$ cat src/rtl/codec_init_seq.sv
// Codec register-initialisation sequencer: walks a {byte0,byte1} table and issues
// one 2-byte I2C write per entry through i2c_fsm, retrying NACKed writes.
module codec_init_seq #(
  parameter int unsigned NUM_REGS   = 8,
  parameter logic [6:0]  DEV_ADDR   = 7'h1A,
  parameter int unsigned MAX_RETRY  = 3,
  parameter int unsigned PWR_WAIT   = 16,
  parameter int unsigned GAP_CYCLES = 4
) (
  input  logic        clk,
  input  logic        reset,
  input  logic        start,
  output logic [3:0]  rom_idx,
  input  logic [15:0] rom_word,
  output logic        i2c_req,
  output logic [6:0]  i2c_dev_addr,
  output logic [7:0]  i2c_byte0,
  output logic [7:0]  i2c_byte1,
  input  logic        i2c_busy,
  input  logic        i2c_done,
  input  logic        i2c_nack,
  output logic        busy,
  output logic        init_done,
  output logic        error,
  output logic [3:0]  state_info
);

  typedef enum logic [3:0] {
    IDLE  = 4'd0,
    PWRUP = 4'd1,
    FETCH = 4'd2,
    ISSUE = 4'd3,
    WAIT  = 4'd4,
    GAP   = 4'd5,
    DONE  = 4'd6,
    FAIL  = 4'd7
  } state_t;

  localparam int unsigned CNT_MAX   = (PWR_WAIT > GAP_CYCLES) ? PWR_WAIT : GAP_CYCLES;
  localparam int unsigned CW        = $clog2(CNT_MAX + 2);
  localparam int unsigned RW        = $clog2(MAX_RETRY + 2);
  localparam logic [3:0]  LAST_IDX  = 4'(NUM_REGS - 1);
  localparam logic [RW-1:0] RETRY_LIM = RW'(MAX_RETRY);

  state_t        r_state;
  logic [CW-1:0] r_cnt;
  logic [RW-1:0] r_retry;
  logic          r_refetch;
  logic [3:0]    r_idx;
  logic          r_req;
  logic [7:0]    r_b0;
  logic [7:0]    r_b1;
  logic          r_busy;
  logic          r_done;
  logic          r_err;
  logic          w_pwr_last;
  logic          w_gap_last;

  assign w_pwr_last = (32'(r_cnt) + 32'd1) >= PWR_WAIT;
  assign w_gap_last = (32'(r_cnt) + 32'd1) >= GAP_CYCLES;

  always_ff @(posedge clk) begin
    if (reset) begin
      r_state   <= IDLE;
      r_cnt     <= '0;
      r_retry   <= '0;
      r_refetch <= 1'b0;
      r_idx     <= '0;
      r_req     <= 1'b0;
      r_b0      <= '0;
      r_b1      <= '0;
      r_busy    <= 1'b0;
      r_done    <= 1'b0;
      r_err     <= 1'b0;
    end else begin
      unique case (r_state)
        IDLE, DONE, FAIL: begin
          if (start) begin
            r_state <= PWRUP;
            r_cnt   <= '0;
            r_retry <= '0;
            r_idx   <= '0;
            r_busy  <= 1'b1;
            r_done  <= 1'b0;
            r_err   <= 1'b0;
          end
        end
        PWRUP: begin
          if (w_pwr_last) begin
            r_state <= FETCH;
            r_cnt   <= '0;
          end else begin
            r_cnt <= r_cnt + 1'b1;
          end
        end
        FETCH: begin
          r_b0    <= rom_word[15:8];
          r_b1    <= rom_word[7:0];
          r_req   <= 1'b1;
          r_state <= ISSUE;
        end
        // A done seen while still in ISSUE (fast master) resolves exactly like WAIT.
        ISSUE, WAIT: begin
          if (i2c_done) begin
            r_req <= 1'b0;
            r_cnt <= '0;
            if (!i2c_nack) begin
              if (r_idx < LAST_IDX) begin
                r_idx     <= r_idx + 1'b1;
                r_retry   <= '0;
                r_refetch <= 1'b1;
                r_state   <= GAP;
              end else begin
                r_state <= DONE;
                r_busy  <= 1'b0;
                r_done  <= 1'b1;
              end
            end else if (r_retry < RETRY_LIM) begin
              r_retry   <= r_retry + 1'b1;
              r_refetch <= 1'b0;
              r_state   <= GAP;
            end else begin
              r_state <= FAIL;
              r_busy  <= 1'b0;
              r_err   <= 1'b1;
            end
          end else if (r_state == ISSUE && i2c_busy) begin
            r_req   <= 1'b0;
            r_state <= WAIT;
          end
        end
        // Retries re-issue the latched bytes; only a new entry goes through FETCH.
        GAP: begin
          if (w_gap_last) begin
            r_cnt <= '0;
            if (r_refetch) begin
              r_state <= FETCH;
            end else begin
              r_state <= ISSUE;
              r_req   <= 1'b1;
            end
          end else begin
            r_cnt <= r_cnt + 1'b1;
          end
        end
        default: r_state <= IDLE;
      endcase
    end
  end

  assign rom_idx      = r_idx;
  assign i2c_req      = r_req;
  assign i2c_dev_addr = DEV_ADDR;
  assign i2c_byte0    = r_b0;
  assign i2c_byte1    = r_b1;
  assign busy         = r_busy;
  assign init_done    = r_done;
  assign error        = r_err;
  assign state_info   = r_state;

endmodule
$ cat config.mk
export PLATFORM = sky130hd
export DESIGN_NAME = codec_init_seq
export DESIGN_NICKNAME = d
export VERILOG_FILES = /design/src/rtl/codec_init_seq.sv
export SDC_FILE = /design/constraint.sdc
export NUM_CORES = 1
export LEC_CHECK = 0
export CAP_MARGIN = 20
export CORE_ASPECT_RATIO = 0.75
export CORE_MARGIN = 1.5
export CORE_UTILIZATION = 55
export DETAILED_ROUTE_END_ITERATION = 8
export DONT_BUFFER_PORTS = 1
export PLACE_DENSITY_LB_ADDON = 0.05
export SLEW_MARGIN = 25
export SYNTH_ARGS = -nofsm -noshare
export SYNTH_HDL_FRONTEND = slang
export SYNTH_SLANG_ARGS = --single-unit
$ cat constraint.sdc
create_clock -name clk -period 2.63 [get_ports clk]
set_input_delay 0.526 -clock clk [delete_from_list [all_inputs] [get_ports clk]]
set_output_delay 0.526 -clock clk [all_outputs]
set_load 0.01 [all_outputs]
== Word-level counts from Yosys, hierarchy flattened ==
Index checks and enable logic that the tools add are counted.

* Flip-flop bits (word level): 37
* Input port bits: 22
* Output and inout port bits: 35

* $add $sub $neg: 4
* Magnitude comparators: 4
* Equal/unequal tests: 23
* Muxes and demuxes: 49
* Reductions and logical operators: 17

{| class="wikitable"
|+ Operators by type and width
! cell !! count
|-
| 4-bit two-way mux || 10
|-
| 32-bit by 5-bit >= comparator with 1-bit output, second input constant || 1
|-
| 5-bit AND reduction || 5
|-
| 1-bit two-way mux || 20
|-
| 5-bit two-way mux || 4
|-
| 2-bit inequality test, second input constant || 10
|-
| 4-bit one-hot mux with 5 select lines || 1
|-
| 5-bit one-hot mux with 4 select lines || 1
|-
| 4-bit by 3-bit == test with 1-bit output, second input constant || 4
|-
| 3-bit two-way mux || 5
|-
| 3-bit inequality test, second input constant || 5
|-
| 4-bit AND reduction || 3
|-
| 4-bit by 2-bit == test with 1-bit output, second input constant || 2
|-
| 4-bit one-hot mux with 2 select lines || 1
|-
| 5-bit by 1-bit adder with 6-bit output, second input constant || 1
|-
| 6-bit by 3-bit >= comparator with 1-bit output, second input constant || 1
|-
| 1-bit one-hot mux with 2 select lines || 3
|-
| 3-bit one-hot mux with 2 select lines || 1
|-
| 5-bit by 1-bit adder with 5-bit output, second input constant || 1
|-
| 4-bit by 1-bit adder with 4-bit output, second input constant || 1
|-
| 4-bit by 1-bit == test with 1-bit output, second input constant || 1
|-
| 4-bit zero test || 1
|-
| 4-bit by 3-bit < comparator with 1-bit output, second input constant || 1
|-
| 2-bit two-way mux || 2
|-
| 11 further kinds || 12
|}

== Depth between registers and ports, before layout ==
* Depth after elaboration: 5
* Depth in mapped cells: 7
* Mapped depth without buffers: 6

== Worst setup path after synthesis ==
Ideal clock, no wire load.

* Kind: input-to-reg
* Start: input port i2c_done
* End: register r_req, in the netlist i2c_req
* Library setup time: 103 ps
* Arrival time: 1561 ps
* Required time: 2527 ps
* Setup slack: 966 ps
* Stages on the path: 5
* Cells stage by stage: buf_2 -> mux2_2 -> o31ai_2 -> a21oi_1 -> a2111oi_2

* Cells in the longest elaborated chain, start to end: 2
* Elaborated cells on any way between the ends: 4

{| class="wikitable"
|+ RTL lines
! what !! line !! text
|-
| start: declaration || 20 || <nowiki>input logic i2c_done,</nowiki>
|-
| 3-bit inequality test (no source line) / 1-bit two-way mux (equally long branches) || n/a ||
|-
| 4-bit AND reduction (no source line) / 1-bit one-hot mux with 3 select lines (equally long branches) || n/a ||
|-
| end signal: assignment || 69 || <nowiki>r_req <= 1'b0;</nowiki>
|-
| end signal: assignment || 99 || <nowiki>r_req <= 1'b1;</nowiki>
|-
| end signal: assignment || 105 || <nowiki>r_req <= 1'b0;</nowiki>
|-
| end: declaration || 50 || <nowiki>logic r_req;</nowiki>
|}

Several ways; a longest one is shown, not always the timed one.
A chain may end at the register's enable or synchronous reset.

== Worst setup path after layout ==
* Start: register r_state[1], in the netlist state_info[1]
* End: register r_state[1], in the netlist state_info[1]

* Cells in the longest elaborated chain, start to end: 4
* Elaborated cells on any way between the ends: 17

{| class="wikitable"
|+ RTL lines
! what !! line !! text
|-
| start: declaration || 45 || <nowiki>state_t r_state;</nowiki>
|-
| start signal: assignment || 64 || <nowiki>r_state <= IDLE;</nowiki>
|-
| start signal: assignment || 79 || <nowiki>r_state <= PWRUP;</nowiki>
|-
| start signal: assignment || 90 || <nowiki>r_state <= FETCH;</nowiki>
|-
| 4-bit by 2-bit == test with 1-bit output, or another cell as far along || 76, 127 ||
|-
| 2-bit OR reduction, or another cell as far along || 76 || <nowiki>unique case (r_state)</nowiki>
|-
| 3-bit inequality test (no source line) / 2-bit inequality test (equally long branches) || n/a ||
|-
| 4-bit AND reduction (no source line) || n/a ||
|}

Several ways; a longest one is shown, not always the timed one.

==> impl_metrics.env <==
export IMPL_crit_required_ps=2870
export IMPL_crit_type="reg2reg"
export IMPL_clock_path_buffers=2
export IMPL_rows=18
export IMPL_critical_path_top_delay_family="flip-flops"
export IMPL_p_sw_share_pct=38.9
export IMPL_syn_avg_cell_area_sq_um=8.41
export IMPL_drive_gt1_share_pct=13.2
export IMPL_core_area_sq_um=3290
export IMPL_p_sw_mw=0.672
export IMPL_cts_htree_levels=2
export IMPL_worstRegToRegCells=3
export IMPL_setup_ws_ps=560
export IMPL_start_kind="flop"
export IMPL_status="completed"
export IMPL_avgViaCountPerCell=6.08
export IMPL_hold_class="in2reg"
export IMPL_drt_iter0_drc=74
export IMPL_tns_ps=0
export IMPL_cts_clk_slew_worst_paths_ps=80
export IMPL_cts_tree="done"
export IMPL_skew_ps=5.10
export IMPL_yosys_most_used_dff="dfxtp_1"
export IMPL_synth_edf_count=0
export IMPL_io_buffer_count=0
export IMPL_worst_setup_path_end_kind="flop"
export IMPL_tightestPinTransition_ps=774
export IMPL_drc=0
export IMPL_routed_wl_microns=4000
export IMPL_final_cell_mix="nand2_1, dfxtp_1, a21oi_1"
export IMPL_die_w_microns=70.6
export IMPL_arrival_ps=2310
export IMPL_yosys_register_bits=36
export IMPL_maxCapViolations=0
export IMPL_ys_types=55
export IMPL_critical_path_depth=3
export IMPL_syn_to_final_growth_pct=1.93
export IMPL_ir_drop_v=0.000547
export IMPL_grt_use_total_pct=22.2
export IMPL_max_freq_mhz=483
export IMPL_p_leak_nw=0.792
export IMPL_gp_congestion=0.820
export IMPL_synthArstFlopShare_pct=0
export IMPL_critPathMaxFanout=18
export IMPL_post_cts_buffers=0
export IMPL_die_area_sq_um=3790
export IMPL_clk_latency_ps=290
export IMPL_wl_per_cell_microns=15.4
export IMPL_fp_dieH_microns=53.7
export IMPL_p_int_mw=1.05
export IMPL_period_share_pct=78.7
export IMPL_grt_pass1_vias=1400
export IMPL_mostFrequentLayoutCell="nand2_1"
export IMPL_power_mw=1.73
export IMPL_hold_buffers=0
export IMPL_p_per_area_nw_per_um2=899
export IMPL_grt_max_degree=27
export IMPL_grt_overflow=0
export IMPL_relSlewSlack_pct=48.3
export IMPL_synth_cells=224
export IMPL_start_util_pct=57.3
export IMPL_path_cells="nand3_1 > a41oi_1 > o21a_1"
export IMPL_slowest_stage="dfxtp_1"
export IMPL_rsz0062_at_grt="false"
export IMPL_root_buffer="clkbuf_8"
export IMPL_hpwl_microns=2830
export IMPL_place_ws_ps=547
export IMPL_ys_seq_area_share_pct=38.2
export IMPL_cts_made_buffers=5
export IMPL_n_antenna_cell=0
export IMPL_vias=1574
export IMPL_setup_viol=0
export IMPL_post_cts_resized=0
export IMPL_hold_violations=0
export IMPL_cpPeakStageDelay_ps=790
export IMPL_path_buf_inv=0
export IMPL_clock_sinks=36
export IMPL_antenna_found_initial=0
export IMPL_fill_cells=301
export IMPL_p_comb_share_pct=31.0
export IMPL_holdPathStages=1
export IMPL_drv_slew=0
export IMPL_syn_cell_area_sq_um=1880
export IMPL_p_seq_share_pct=46.2
export IMPL_utilization_pct=58.4
export IMPL_clkPwrFrac_pct=22.9
export IMPL_ios=57
export IMPL_grt_pass1_wl_microns=6390
export IMPL_antenna_left=0
export IMPL_finalCriticalPeriod_ps=2070
export IMPL_dr_pass1_iters=4
export IMPL_yosysWarnings=0
export IMPL_fin_nets=244
cells in the mapped netlist (2+ instances only):
| cell | number | area (sq um) |
|---|---|---|
| a21bo_2 | 2 | 20.0 |
| a21oi_1 | 27 | 135 |
| a22oi_4 | 2 | 42.5 |
| a31oi_1 | 4 | 25.0 |
| a32oi_1 | 2 | 17.5 |
| a41oi_1 | 2 | 17.5 |
| and2_1 | 2 | 12.5 |
| buf_2 | 6 | 30.0 |
| buf_4 | 8 | 60.1 |
| buf_6 | 2 | 22.5 |
| clkbuf_1 | 3 | 11.3 |
| conb_1 | 2 | 7.51 |
| dfxtp_1 | 36 | 721 |
| ha_1 | 4 | 50.1 |
| inv_1 | 3 | 11.3 |
| mux2i_1 | 4 | 40.0 |
| nand2_1 | 40 | 150 |
| nand2_2 | 2 | 12.5 |
| nand2b_1 | 3 | 18.8 |
| nand3_1 | 6 | 30.0 |
| nand3b_1 | 2 | 15.0 |
| nor2_1 | 16 | 60.1 |
| nor2b_1 | 3 | 18.8 |
| nor3_1 | 3 | 15.0 |
| o21ai_0 | 7 | 35.0 |
| or2_2 | 3 | 18.8 |
| xnor2_1 | 2 | 17.5 |
final cells by class:
class,count,area [sq um],share of cell area (%)
Tap cell,40,50.0,2.61
Inverter,4,15.0,0.782
Clock inverter,3,18.8,0.977
Multi-Input combinational cell,171,1050,54.5
Sequential cell,36,721,37.5
Clock buffer,5,68.8,3.58
path summary, 6_finish.rpt:
kind            startpoint            end  slack, ps
min reg2reg   i2c_byte0[2]   i2c_byte0[2]        500
max          state_info[1]  state_info[1]        560
max reg2reg  state_info[1]  state_info[1]        560
min                  reset   i2c_byte1[5]        290
power by group through the flow:
stage	combinational [mW]	sequential (mW)	clock, mW
after detailed placement	0.530	0.808	0
after global routing	0.598	0.814	0.425
final	0.535	0.797	0.395
after floorplan	0.546	0.728	0
after global placement	0.513	0.803	0
after CTS	0.533	0.796	0.400
through the flow:
step | instances | instance area [sq um] | hold slack (ps)
after floorplan | 230 | 1910 | 461
after global placement | 251 | 1830 | 473
after detailed placement | 251 | 1830 | 489
after CTS | 259 | 1920 | 282
after global routing | 259 | 1920 | 274
final | 259 | 1920 | 293
kinds of logic after synthesis:
family,share of synthesized area (%)
adders and majority gates,2.66
buffers and inverters,7.37
AOI/OAI and AO/OA,24.7
other,0.399
and+or+nand+nor,23.0
xor gates and xnor gates,0.930
muxes,2.72
DFF,38.2
worst reg2reg max path, stage by stage, from the launching register on:
cell and delay, ps:
dfxtp_1 790, nand3_1 660, a41oi_1 410, o21a_1 150
per-layer routing:
layer	global-route usage [%]	vias up	routed length [microns]
met5	0	-	0
met4	9.43	0	60
met3	7.87	7	421
met2	35.7	87	1800
met1	27.7	730	1720
li1	-	750	-
state kept, by name (all words and copies together) (netlist names), 3 cells and up:
name and flops:
state_info 3, rom_idx 4, i2c_byte1 8, i2c_byte0 8
r_retry 3, r_cnt 5
Note: power is estimated with default switching activity, not from simulation.
